==> config.mk <==
export PLATFORM = sky130hd
export DESIGN_NAME = k2red_mulpipe
export DESIGN_NICKNAME = d
export VERILOG_FILES = /design/src/rtl/kyber_pkg.sv /design/src/rtl/k2red.sv /design/src/rtl/k2red_mulpipe.sv
export SDC_FILE = /design/constraint.sdc
export NUM_CORES = 1
export LEC_CHECK = 0
export CAP_MARGIN = 15
export CORE_AREA = 2 2 228 140
export CTS_BUF_LIST = sky130_fd_sc_hd__clkbuf_16
export DETAILED_ROUTE_END_ITERATION = 16
export DIE_AREA = 0 0 230 142
export PLACE_DENSITY = 0.47
export SLEW_MARGIN = 20
export SYNTH_ARGS = -nofsm -noshare
export SYNTH_HDL_FRONTEND = slang
export SYNTH_SLANG_ARGS = --single-unit
==> constraint.sdc <==
create_clock -name clk -period 7.9 [get_ports clk]
set_clock_uncertainty 0.05 [all_clocks]
set_input_delay 1.975 -clock clk [delete_from_list [all_inputs] [get_ports clk]]
set_output_delay 1.975 -clock clk [all_outputs]
set_load 0.03 [all_outputs]
==> src/rtl/kyber_pkg.sv <==
// kyber_pkg: Kyber modulus and word-size constants shared by the multiplier pipe.
package kyber_pkg;
  localparam int KYBER_Q  = 3329;
  localparam int KYBER_K  = 13;
  localparam int KYBER_K2 = 169;
  localparam int COEFW    = 12;
  localparam int PRODW    = 24;
  typedef struct packed {
    logic [COEFW-1:0] a;
    logic [COEFW-1:0] b;
  } opnd_t;
endpackage

==> src/rtl/k2red.sv <==
// k2red: combinational double K-reduction for q = 13*2^8 + 1; cred is congruent to 169*c mod q.
// Ports: c (24-bit product in), cred (12-bit result in [0, 3571], not canonical).
module k2red
  import kyber_pkg::*;
(
  input  logic [PRODW-1:0] c,
  output logic [COEFW-1:0] cred
);
  logic [17:0] w_t;
  logic [12:0] w_u;
  // first pass: 13*c_lo - c_hi, range [-65535, 3315], kept as 18-bit two's complement
  assign w_t  = 18'(KYBER_K) * {10'd0, c[7:0]} - {2'd0, c[23:8]};
  // second pass with an arithmetic high part, range [-12, 3571]
  assign w_u  = 13'(KYBER_K) * {5'd0, w_t[7:0]} - {{3{w_t[17]}}, w_t[17:8]};
  // fold the small negative tail back into range so 12 bits suffice
  assign cred = w_u[12] ? 12'(w_u + 13'(KYBER_Q)) : w_u[11:0];
endmodule

==> src/rtl/k2red_mulpipe.sv <==
// k2red_mulpipe: 3-stage valid/ready modular multiplier returning k2red(a*b) with a pass-through tag.
// Ports: in_valid/in_ready/in_a/in_b/in_tag operand side; out_valid/out_ready/out_res/out_tag
// result side; err_range sticky flag for accepted operands >= Q; busy when any stage holds data.
module k2red_mulpipe
  import kyber_pkg::*;
#(
  parameter int TAGW = 8,
  parameter int Q    = KYBER_Q
) (
  input  logic             clk,
  input  logic             rst,
  input  logic             in_valid,
  output logic             in_ready,
  input  logic [COEFW-1:0] in_a,
  input  logic [COEFW-1:0] in_b,
  input  logic [TAGW-1:0]  in_tag,
  output logic             out_valid,
  input  logic             out_ready,
  output logic [COEFW-1:0] out_res,
  output logic [TAGW-1:0]  out_tag,
  output logic             err_range,
  output logic             busy
);
  localparam logic [COEFW-1:0] LQ = COEFW'(Q);
  opnd_t            r_s1;
  logic             r_v1, r_v2, r_v3, r_err;
  logic [TAGW-1:0]  r_tag1, r_tag2, r_tag3;
  logic [PRODW-1:0] r_p2;
  logic [COEFW-1:0] r_res3;
  logic             w_adv1, w_adv2, w_adv3;
  logic [PRODW-1:0] w_p;
  logic [COEFW-1:0] w_cred;
  // each stage moves when it is empty or the stage ahead moves, so bubbles collapse
  assign w_adv3    = ~r_v3 | out_ready;
  assign w_adv2    = ~r_v2 | w_adv3;
  assign w_adv1    = ~r_v1 | w_adv2;
  assign in_ready  = w_adv1;
  assign w_p       = {{(PRODW-COEFW){1'b0}}, r_s1.a} * {{(PRODW-COEFW){1'b0}}, r_s1.b};
  assign out_valid = r_v3;
  assign out_res   = r_res3;
  assign out_tag   = r_tag3;
  assign err_range = r_err;
  assign busy      = r_v1 | r_v2 | r_v3;
  k2red u_k2red (
    .c    (r_p2),
    .cred (w_cred)
  );
  always_ff @(posedge clk or posedge rst) begin
    if (rst) begin
      r_v1   <= 1'b0;
      r_v2   <= 1'b0;
      r_v3   <= 1'b0;
      r_err  <= 1'b0;
      r_s1   <= '0;
      r_tag1 <= '0;
      r_tag2 <= '0;
      r_tag3 <= '0;
      r_p2   <= '0;
      r_res3 <= '0;
    end else begin
      if (w_adv1) begin
        r_v1 <= in_valid;
        if (in_valid) begin
          r_s1   <= '{a: in_a, b: in_b};
          r_tag1 <= in_tag;
        end
      end
      if (w_adv2) begin
        r_v2 <= r_v1;
        if (r_v1) begin
          r_p2   <= w_p;
          r_tag2 <= r_tag1;
        end
      end
      if (w_adv3) begin
        r_v3 <= r_v2;
        if (r_v2) begin
          r_res3 <= w_cred;
          r_tag3 <= r_tag2;
        end
      end
      if (in_valid && w_adv1 && (in_a >= LQ || in_b >= LQ)) r_err <= 1'b1;
    end
  end
endmodule

# --- After elaboration in Yosys (flattened, before gate mapping) ---
# Index checks and enable logic that the tools add are counted.
word_totals:
  regBits: 88
  inputBits: 36
  output_inout_bits: 24
  wordCells: 34
op_classes:
  n_addsub: 3
  multipliers: 3
  order_cmp: 2
  muxes: 1
  bitwise: 8
  reduce_logical: 6
op_table:
  columns: ["cell", "n"]
  rows:
  - ["greater-or-equal comparator 12 bit, second input constant", 2]
  - ["multiplier 12 x 12 -> 24 bit", 1]
  - ["multiplier 4 x 8 -> 12 bit, first input constant", 2]
  - ["subtractor 12 x 16 -> 17 bit", 1]
  - ["subtractor 12 x 13 -> 13 bit", 1]
  - ["adder 12 bit, second input constant", 1]
  - ["2-to-1 mux 12 bit", 1]
  - ["AND reduction 2 bit", 3]
  - ["bitwise OR 1 bit", 5]
  - ["NOT 1 bit", 3]
  - ["logical AND 1 bit", 2]
  - ["logical OR 1 bit", 1]

# --- Depth between registers and ports, before layout ---
# Gate-level depths: netlist (run 1).
logic_depth:
  ltp_word: 6
  ltp_mapped: 31
  mapped_depth_nobuf: 30

# --- Modules after synthesis ---
# A second synthesis (run 1) with hierarchy kept.
hier_totals:
  hier_cells: 1158
  hier_area_um2: 10801.6
modules_own_cells:
  columns: ["module", "instances", "cells_each", "area_per_inst_um2", "seq_area_each_um2"]
  rows:
  - ["k2red_mulpipe", 1, 824, 8115.3, 2202.1]
  - ["k2red", 1, 334, 2686.3, 0.0]

# --- Worst setup path after synthesis (run 1) ---
# Ideal clock, no wire load.
synth_path:
  path_kind: "flip-flop to flip-flop"
  start: "register r_p2[3]"
  end: "register r_res3[4], in the netlist out_res[4]"
  setup_ns: 0.130
  t_arrival_ns: 6.706
  t_required_ns: 7.720
  slack_ns: 1.014
  path_stages_with_launch: 30
  path_buffers: 1
  period_less_slack_ns: 6.886
  path_cell_list: "dfrtp_1 -> fa_1 -> ha_1 -> inv_1 -> fa_1 -> inv_1 -> ha_1 -> a21o_1 -> a21oi_1 -> o21ai_0 -> a211oi_1 -> o21ai_0 -> a21oi_1 -> xnor2_1 -> fa_1 -> inv_1 -> ha_1 -> inv_1 -> fa_1 -> inv_1 -> ha_1 -> and3_4 -> a22o_4 -> o41ai_4 -> nor2_2 -> or3_1 -> buf_6 -> nor3_2 -> xor2_1 -> o21ai_1"
synth_via:
  elab_chain_cells: 6
synth_lines:
  columns: ["element", "line_no", "rtl"]
  rows:
  - ["start: declaration", "k2red_mulpipe.sv:28", "logic [PRODW-1:0] r_p2;"]
  - ["start signal: assignment", "k2red_mulpipe.sv:71", "r_p2 <= w_p;"]
  - ["multiplier 4 x 8 -> 12 bit (*)", "k2red.sv:12", "assign w_t = 18'(KYBER_K) * {10'd0, c[7:0]} - {2'd0, c[23:8]};"]
  - ["subtractor 12 x 16 -> 17 bit (*)", "k2red.sv:12", null]
  - ["multiplier 4 x 8 -> 12 bit", "k2red.sv:14", "assign w_u = 13'(KYBER_K) * {5'd0, w_t[7:0]} - {{3{w_t[17]}}, w_t[17:8]};"]
  - ["subtractor 12 x 13 -> 13 bit (*)", "k2red.sv:14", null]
  - ["adder 12 bit", "k2red.sv:16", "assign cred = w_u[12] ? 12'(w_u + 13'(KYBER_Q)) : w_u[11:0];"]
  - ["2-to-1 mux 12 bit (*)", "k2red.sv:16", null]
  - ["end signal: assignment", "k2red_mulpipe.sv:78", "r_res3 <= w_cred;"]
  - ["end: declaration", "k2red_mulpipe.sv:29", "logic [COEFW-1:0] r_res3;"]
# Mark *: on every way between the ends. The rest lies on a longest branch, timed or not.
# A chain may end at the register's enable or synchronous reset.

# --- Final worst setup path (run 1) ---
layout_path:
  start: "register r_p2[4]"
  end: "register r_res3[11], in the netlist out_res[11]"
# Same word-level chain as after synthesis.

==> flow_summary.yaml, run 1 <==
detailed_routing:
  drtPass1Iterations: 5
  detail-route-antenna-nets: 0
  drcViolationCount: 0
  initialDrtViolationCount: 315
  routed-via-count: 7575
  detail_route.wirelength_um: 24200
  drt-wirelength-per-cell_um: 15.1
  drt-vias-per-instance: 4.71
yosys:
  syn_area_mm2: 0.0106
  ys_ff_latch: 88
  ys_types: 58
  mappedNetlistNets: 1440
  netlist_top_cells_count: "sky130_fd_sc_hd__inv_1 (221), sky130_fd_sc_hd__nand2_1 (176), sky130_fd_sc_hd__fa_1 (127)"
  most_instantiated_library_cell_after_synthesis: "sky130_fd_sc_hd__inv_1"
  synth-edff-count: 0
  synth_area_leaders: "sky130_fd_sc_hd__fa_1 (24%), sky130_fd_sc_hd__dfrtp_1 (21%), sky130_fd_sc_hd__ha_1 (15%)"
  dominantRegCellSynth: "sky130_fd_sc_hd__dfrtp_1"
  synthesis.yosys.warnings: 0
  netlist.top_cell.by_area: "sky130_fd_sc_hd__fa_1"
  synth_seq_area_share: 0.207
  syn-instance-count: 1151
  synth.top_cell.area_share: 0.239
  async_reset_ff_frac: 1.00
  syn_avg_cell_area_um2: 9.22
global_routing:
  antenna_found_initial: 0
  number_of_global_route_vias_before_repair: 7599
  grt_pass1_wl_um: 41000
  maximum_number_of_pins_on_one_net_before_global_route_repair: 65
  globalRouteTotalUtil: 0.161
  grt_remaining_overflow: 0
final_layout:
  layout_cell_share_with_drive_strength_beyond_1: 0.0688
  design.final.nets: 1475
  syn2layout_area_growth_pct: 12.4
  num_antenna_cells: 0
  fillCellCount: 3169
timing:
  worstMarginPinSlew_ns: 0.852
  maxSlewViolCount: 0
  pnr_worst_setup_slack_ns: 0.577
  maxClockFrequency_mhz: 137
  slew-limit-headroom: 0.432
  final.period_utilization: 0.927
  finalWorstPathRequiredPeriod_ns: 7.32
  grt_setup_unrepaired: "no"
  setup-violations-final: 0
  fin_tns_setup_ns: 0
  finalHoldViolCount: 0
cts:
  post-cts-setup-buffers: 0
  tritoncts: "built"
  cts_htree_levels: 3
  clkLatencyLatePin_ns: 0.37
  cts_buffer_depth: 2
  post_cts.resized_instances: 0
  clkSinkCount: 88
  worst_setup_hold_path_clk_slew_ns: 0.08
  cts_hold_buffers: 0
  cts_root_buf: "sky130_fd_sc_hd__clkbuf_16"
  cts_buffers: 9
flow_run:
  cap_violations: 0
setup_path:
  worstSetupEndpointType: "flip-flop"
  critical_path.most_common_cell: "sky130_fd_sc_hd__inv_1"
  crit_required_ns: 8.10
  max_stage_delay_ns: 0.51
  reg2reg_setup_slack_ns: 0.58
  timing.critical_path.arrival_ns: 7.52
  kind_of_start_point_of_the_critical_path: "flip-flop"
  path_buf_inv: 5
  worst_path_dominant_cell_family: "adder cells"
  path_max_fanout: 6
  timing.setup.critical_path_class: "flip-flop to flip-flop"
  cpMaxStageDelayCell: "sky130_fd_sc_hd__fa_1"
placement:
  port_buffers: 59
  routabilityCongestion: 0.796
  dpl_worst_slack_ns: 0.395
  dp_hpwl_um: 19900
floorplanning:
  die_y_um: 142
  floorplan.initialDensity: 0.346
  fp-row-count: 50
  die-area_mm2: 0.0327
  core_area_mm2: 0.0307
  i_o_pin_cnt: 60
  die_w_um: 230
worst_hold_path:
  min-delay-path-class: "flip-flop to flip-flop"
status:
  outcome: "finished, final reports clean"
-- metrics by stage --
stage / instances / instance area (µm²) / hold WS, ns / utilization
detailed placement: 1591 / 11600 / 0.399 / 0.379
global route: 1607 / 11900 / 0.427 / 0.389
CTS: 1607 / 11900 / 0.422 / 0.389
finish: 1607 / 11900 / 0.417 / 0.389
global placement: 1591 / 11600 / 0.397 / 0.379
floorplan: 1151 / 10600 / 0.383 / -
-- layer usage --
metal,global-route usage,wire length [µm],part of all wire,up-vias
met5,0,0,0,-
met4,0.0292,157,0.0065,0
met3,0.0317,779,0.032,9
met2,0.202,8910,0.37,92
met1,0.272,14400,0.59,3741
li1,-,-,-,3733
-- area by class of cell --
cell class | instances | area (µm²) | share of cell area
Tap cell | 416 | 520 | 0.0436
Clock inverter | 7 | 86.3 | 0.00723
Sequential cell | 88 | 2200 | 0.185
Inverter | 221 | 832 | 0.0697
Timing Repair Buffer | 64 | 628 | 0.0526
Multi-Input combinational cell | 802 | 7440 | 0.623
Clock buffer | 9 | 225 | 0.0189
-- cells by family (layout without fill, tap and decap cells) --
group,after synthesis,count (layout),synth area share
and+or+nand+nor,317,317,0.142
buffers and inverters,261,301,0.0930
adders and majority gates,253,253,0.388
AOI/OAI and AO/OA,146,146,0.0885
DFF,88,88,0.207
xor gates and xnor gates,43,43,0.0355
muxes,43,43,0.0454
-- sequential cells by signal, indices dropped and copies added, names as in the netlist, 8 cells and up --
name     cells
r_tag2       8
r_s1        24
r_tag1       8
out_tag      8
r_p2        24
out_res     12
-- cells in the final DEF (no fill, tap or decap), types with 16 or more instances in the layout --
cell type,count
sky130_fd_sc_hd__inv_1,220
sky130_fd_sc_hd__nand2_1,175
sky130_fd_sc_hd__fa_1,127
sky130_fd_sc_hd__ha_1,126
sky130_fd_sc_hd__dfrtp_1,88
sky130_fd_sc_hd__clkdlybuf4s50_1,59
sky130_fd_sc_hd__o21ai_0,50
sky130_fd_sc_hd__and2_1,49
sky130_fd_sc_hd__mux2_2,41
sky130_fd_sc_hd__a21oi_1,28
sky130_fd_sc_hd__xnor2_1,27
sky130_fd_sc_hd__nor2_1,22
sky130_fd_sc_hd__xor2_1,16
-- worst paths after layout --
check	endpoint	cells past startpoint	from
min reg2reg	err_range$_DFFE_PP0P_	1	err_range$_DFFE_PP0P_
min	err_range$_DFFE_PP0P_	1	err_range$_DFFE_PP0P_
max in group asynchronous	r_p2[13]$_DFFE_PP0P_	3	rst
min in group asynchronous	r_s1[11]$_DFFE_PP0P_	2	rst
max	out_res[11]$_DFFE_PP0P_	26	r_p2[4]$_DFFE_PP0P_
max reg2reg	out_res[11]$_DFFE_PP0P_	26	r_p2[4]$_DFFE_PP0P_
Power of run 1 is left out: the tool's default activity adds up to more than one toggle a clock period on the data nets, which glitch-free logic cannot reach.
==> inputs of run 2 (changes only) <==
==> constraint.sdc (replaced) <==
create_clock -name clk -period 8.35 [get_ports clk]
set_clock_uncertainty 0.05 [all_clocks]
set_input_delay 2.0875 -clock clk [delete_from_list [all_inputs] [get_ports clk]]
set_output_delay 2.0875 -clock clk [all_outputs]
set_load 0.03 [all_outputs]
==> flow_summary.yaml, run 2 (synthesis results as in run 1) <==
final_layout:
  layout_cell_share_with_drive_strength_beyond_1: 0.0664
  design.final.nets: 1474
  final_common_cell: "sky130_fd_sc_hd__inv_1"
  syn2layout_area_growth_pct: 12.0
  area.sequential_mm2: 0.00220
  multiInputGateArea_mm2: 0.00743
  mostFrequentLayoutCells: "sky130_fd_sc_hd__inv_1 (220), sky130_fd_sc_hd__nand2_1 (175), sky130_fd_sc_hd__fa_1 (127)"
  postLayoutCellArea_mm2: 0.0119
  num_antenna_cells: 0
  fillCellCount: 3173
floorplanning:
  die_w_um: 230
  i_o_pin_cnt: 60
  core_area_mm2: 0.0307
  fp-row-count: 50
  die-area_mm2: 0.0327
  floorplan.initialDensity: 0.346
  die_y_um: 142
detailed_routing:
  drt-vias-per-instance: 4.68
  drt-wirelength-per-cell_um: 15.0
  drcViolationCount: 0
  detail-route-antenna-nets: 0
  detail_route.wirelength_um: 24200
  initialDrtViolationCount: 307
  routed-via-count: 7513
  drtPass1Iterations: 5
setup_path:
  worstSetupEndpointType: "flip-flop"
  max_stage_delay_ns: 0.78
  path_max_fanout: 6
  cpMaxStageDelayCell: "sky130_fd_sc_hd__a2111oi_1"
  timing.setup.critical_path_class: "flip-flop to flip-flop"
  kind_of_start_point_of_the_critical_path: "flip-flop"
  crit_required_ns: 8.54
  timing.critical_path.arrival_ns: 7.71
  critical_path.most_common_cell: "sky130_fd_sc_hd__inv_1"
status:
  outcome: "finished, final reports clean"
timing:
  grt_setup_unrepaired: "no"
  finalWorstPathRequiredPeriod_ns: 7.52
  setup-violations-final: 0
  finalHoldViolCount: 0
  worstMarginPinSlew_ns: 0.910
  fin_tns_setup_ns: 0
  maxSlewViolCount: 0
  slew-limit-headroom: 0.392
  final.period_utilization: 0.901
  maxClockFrequency_mhz: 133
cts:
  clkSinkCount: 88
  post_cts.resized_instances: 0
  post-cts-setup-buffers: 0
  clkLatencyLatePin_ns: 0.37
  worst_setup_hold_path_clk_slew_ns: 0.07
  cts_buffer_depth: 2
  cts_hold_buffers: 0
  cts_buffers: 9
  cts_htree_levels: 3
  cts_root_buf: "sky130_fd_sc_hd__clkbuf_16"
  tritoncts: "built"
global_routing:
  number_of_global_route_vias_before_repair: 7657
  grt_remaining_overflow: 0
  grt_pass1_wl_um: 41000
  maximum_number_of_pins_on_one_net_before_global_route_repair: 65
  globalRouteTotalUtil: 0.160
  antenna_found_initial: 0
placement:
  dp_hpwl_um: 19900
  port_buffers: 59
  routabilityCongestion: 0.816
  post_dp_cell_area_mm2: 0.0116
worst_hold_path:
  min-delay-path-class: "flip-flop to flip-flop"
flow_run:
  cap_violations: 0
run 2: changes by cell type in the layout (fill, tap and decap cells not counted), sizes merged:
cell and delta:
inv +1, buf -1, clkinv -3, clkinvlp +2
run 2: worst max-delay path: cells and delay by family, from the launching register on:
family | cells | cell delay (ns)
DFF | 1 | 0.45
AOI/OAI and AO/OA | 13 | 3.18
buffers and inverters | 5 | 0.23
adders and majority gates | 8 | 3.22
xor gates and xnor gates | 2 | 0.25
run 2: final timing paths:
check	startpoint	to	slack [ns]	cells past startpoint
max	r_p2[3]$_DFFE_PP0P_	out_res[11]$_DFFE_PP0P_	0.83	28
min	err_range$_DFFE_PP0P_	err_range$_DFFE_PP0P_	0.41	1
max reg2reg	r_p2[3]$_DFFE_PP0P_	out_res[11]$_DFFE_PP0P_	0.83	28
min reg2reg	err_range$_DFFE_PP0P_	err_range$_DFFE_PP0P_	0.41	1
max in group asynchronous	rst	r_p2[14]$_DFFE_PP0P_	5.10	3
min in group asynchronous	rst	r_s1[11]$_DFFE_PP0P_	1.99	2
run 2: layout make-up:
| type | count | area share |
|---|---|---|
| multi-input combinational | 802 | 0.625 |
| sequential | 88 | 0.185 |
| inverter | 221 | 0.0700 |
| timing repair buffer | 63 | 0.0522 |
| tap | 416 | 0.0438 |
| clock buffer | 9 | 0.0189 |
| clock inverter | 7 | 0.00505 |
run 2: layer usage:
layer  global-route usage  up-vias  wire length (µm)
met4               0.0367        0               247
met2                0.198       84              8720
met3               0.0333       12               910
li1                     -     3713                 -
met1                0.270     3704             14300
met5                    0        -                 0
run 2: through the flow:
step | setup WS [ns] | utilization | hold WS (ns) | std cells
after floorplan | 1.46 | - | 0.383 | 1151
after global placement | 0.974 | 0.378 | 0.399 | 1590
after detailed placement | 0.870 | 0.378 | 0.402 | 1590
after CTS | 0.849 | 0.388 | 0.421 | 1606
after global routing | 0.206 | 0.388 | 0.426 | 1606
final | 0.826 | 0.388 | 0.415 | 1606
Power of run 2 is left out for the same reason.
==> inputs of run 3 (changes only) <==
--- a/config.mk
+++ b/config.mk
@@ -11,7 +11,6 @@
 export DETAILED_ROUTE_END_ITERATION = 16
 export DIE_AREA = 0 0 230 142
 export PLACE_DENSITY = 0.47
-export SLEW_MARGIN = 20
 export SYNTH_ARGS = -nofsm -noshare
 export SYNTH_HDL_FRONTEND = slang
 export SYNTH_SLANG_ARGS = --single-unit
==> flow_summary.yaml, run 3 (synthesis results as in run 1) <==
status:
  outcome: "finished, final reports clean"
cts:
  cts_root_buf: "sky130_fd_sc_hd__clkbuf_16"
  post_cts.resized_instances: 0
  post-cts-setup-buffers: 0
  cts_buffer_depth: 2
  worst_setup_hold_path_clk_slew_ns: 0.07
  cts_hold_buffers: 0
  clkSinkCount: 88
  cts_htree_levels: 3
  clkLatencyLatePin_ns: 0.37
  tritoncts: "built"
  cts_buffers: 9
detailed_routing:
  detail-route-antenna-nets: 0
  drt-vias-per-instance: 4.66
  drtPass1Iterations: 5
  detail_route.wirelength_um: 24200
  routed-via-count: 7483
  initialDrtViolationCount: 328
  drcViolationCount: 0
  drt-wirelength-per-cell_um: 15.0
final_layout:
  syn2layout_area_growth_pct: 12.2
  layout_cell_share_with_drive_strength_beyond_1: 0.0663
  stdcell_count: 1607
  design.final.nets: 1475
  fillCellCount: 3171
  final_common_cell: "sky130_fd_sc_hd__inv_1"
  mostFrequentLayoutCells: "sky130_fd_sc_hd__inv_1 (220), sky130_fd_sc_hd__nand2_1 (176), sky130_fd_sc_hd__fa_1 (127)"
  num_antenna_cells: 0
global_routing:
  globalRouteTotalUtil: 0.160
  maximum_number_of_pins_on_one_net_before_global_route_repair: 65
  grt_pass1_wl_um: 41000
  number_of_global_route_vias_before_repair: 7657
  grt_remaining_overflow: 0
  antenna_found_initial: 0
floorplanning:
  die_w_um: 230
  floorplan.initialDensity: 0.346
  die_y_um: 142
  die-area_mm2: 0.0327
  i_o_pin_cnt: 60
  fp-row-count: 50
  core_area_mm2: 0.0307
setup_path:
  critical_path.most_common_cell: "sky130_fd_sc_hd__inv_1"
  reg2reg_setup_slack_ns: 0.85
  max_stage_delay_ns: 0.78
  kind_of_start_point_of_the_critical_path: "flip-flop"
  cpMaxStageDelayCell: "sky130_fd_sc_hd__a2111oi_1"
  worstSetupEndpointType: "flip-flop"
  crit_required_ns: 8.56
  path_max_fanout: 6
  timing.setup.critical_path_class: "flip-flop to flip-flop"
  timing.critical_path.arrival_ns: 7.71
timing:
  worstMarginPinSlew_ns: 0.914
  final.period_utilization: 0.898
  maxClockFrequency_mhz: 133
  maxSlewViolCount: 0
  pnr_worst_setup_slack_ns: 0.853
  slew-limit-headroom: 0.389
  finalWorstPathRequiredPeriod_ns: 7.50
  grt_setup_unrepaired: "no"
  finalHoldViolCount: 0
  setup-violations-final: 0
  fin_tns_setup_ns: 0
  fin_hold_ws_ns: 0.415
placement:
  dp.cells: 1590
  routabilityCongestion: 0.816
  dp_hpwl_um: 19900
  port_buffers: 59
  dpl_worst_slack_ns: 0.870
worst_hold_path:
  min-delay-path-class: "flip-flop to flip-flop"
flow_run:
  cap_violations: 0
-- run 3: cell count changes in the layout (fill, tap and decap cells not counted) --
cell and delta:
sky130_fd_sc_hd__nand2_2 -1, sky130_fd_sc_hd__nand2_1 +1, sky130_fd_sc_hd__buf_16 +1
-- run 3: per-layer routing --
layer / share of wire / track usage / up-vias
li1: - / - / 3716
met1: 0.59 / 0.270 / 3682
met4: 0.010 / 0.0367 / 0
met5: 0 / 0 / -
met3: 0.034 / 0.0333 / 12
met2: 0.36 / 0.198 / 73
-- run 3: worst paths after layout --
check                                 startpoint                      end  cells past startpoint
min reg2reg                err_range$_DFFE_PP0P_    err_range$_DFFE_PP0P_                      1
min                        err_range$_DFFE_PP0P_    err_range$_DFFE_PP0P_                      1
max                          r_p2[3]$_DFFE_PP0P_  out_res[11]$_DFFE_PP0P_                     28
min in group asynchronous                    rst     r_s1[11]$_DFFE_PP0P_                      2
max in group asynchronous                    rst     r_p2[14]$_DFFE_PP0P_                      3
max reg2reg                  r_p2[3]$_DFFE_PP0P_  out_res[11]$_DFFE_PP0P_                     28
-- run 3: area by class of cell --
| cell class | count | area, µm² | area share |
|---|---|---|---|
| multi-input combinational | 802 | 7430 | 0.623 |
| sequential | 88 | 2200 | 0.185 |
| clock inverter | 7 | 60.1 | 0.00504 |
| clock buffer | 9 | 225 | 0.0189 |
| tap | 416 | 520 | 0.0437 |
| inverter | 221 | 832 | 0.0698 |
| timing repair buffer | 64 | 648 | 0.0544 |
-- run 3: stage by stage --
step | utilization | instance area (µm²)
3_3_place_gp | 0.378 | 11600
2_1_floorplan | - | 10600
5_1_grt | 0.389 | 11900
6_report | 0.389 | 11900
4_1_cts | 0.388 | 11900
3_5_place_dp | 0.378 | 11600
-- run 3: critical path, delay by kind of cell, from the launching register on --
kind,cells,cell delay (ns)
compound gates,13,3.17
xor+xnor,2,0.25
fa+ha+maj,8,3.22
buf+inv,5,0.23
flops,1,0.45
Power of run 3 is left out for the same reason.
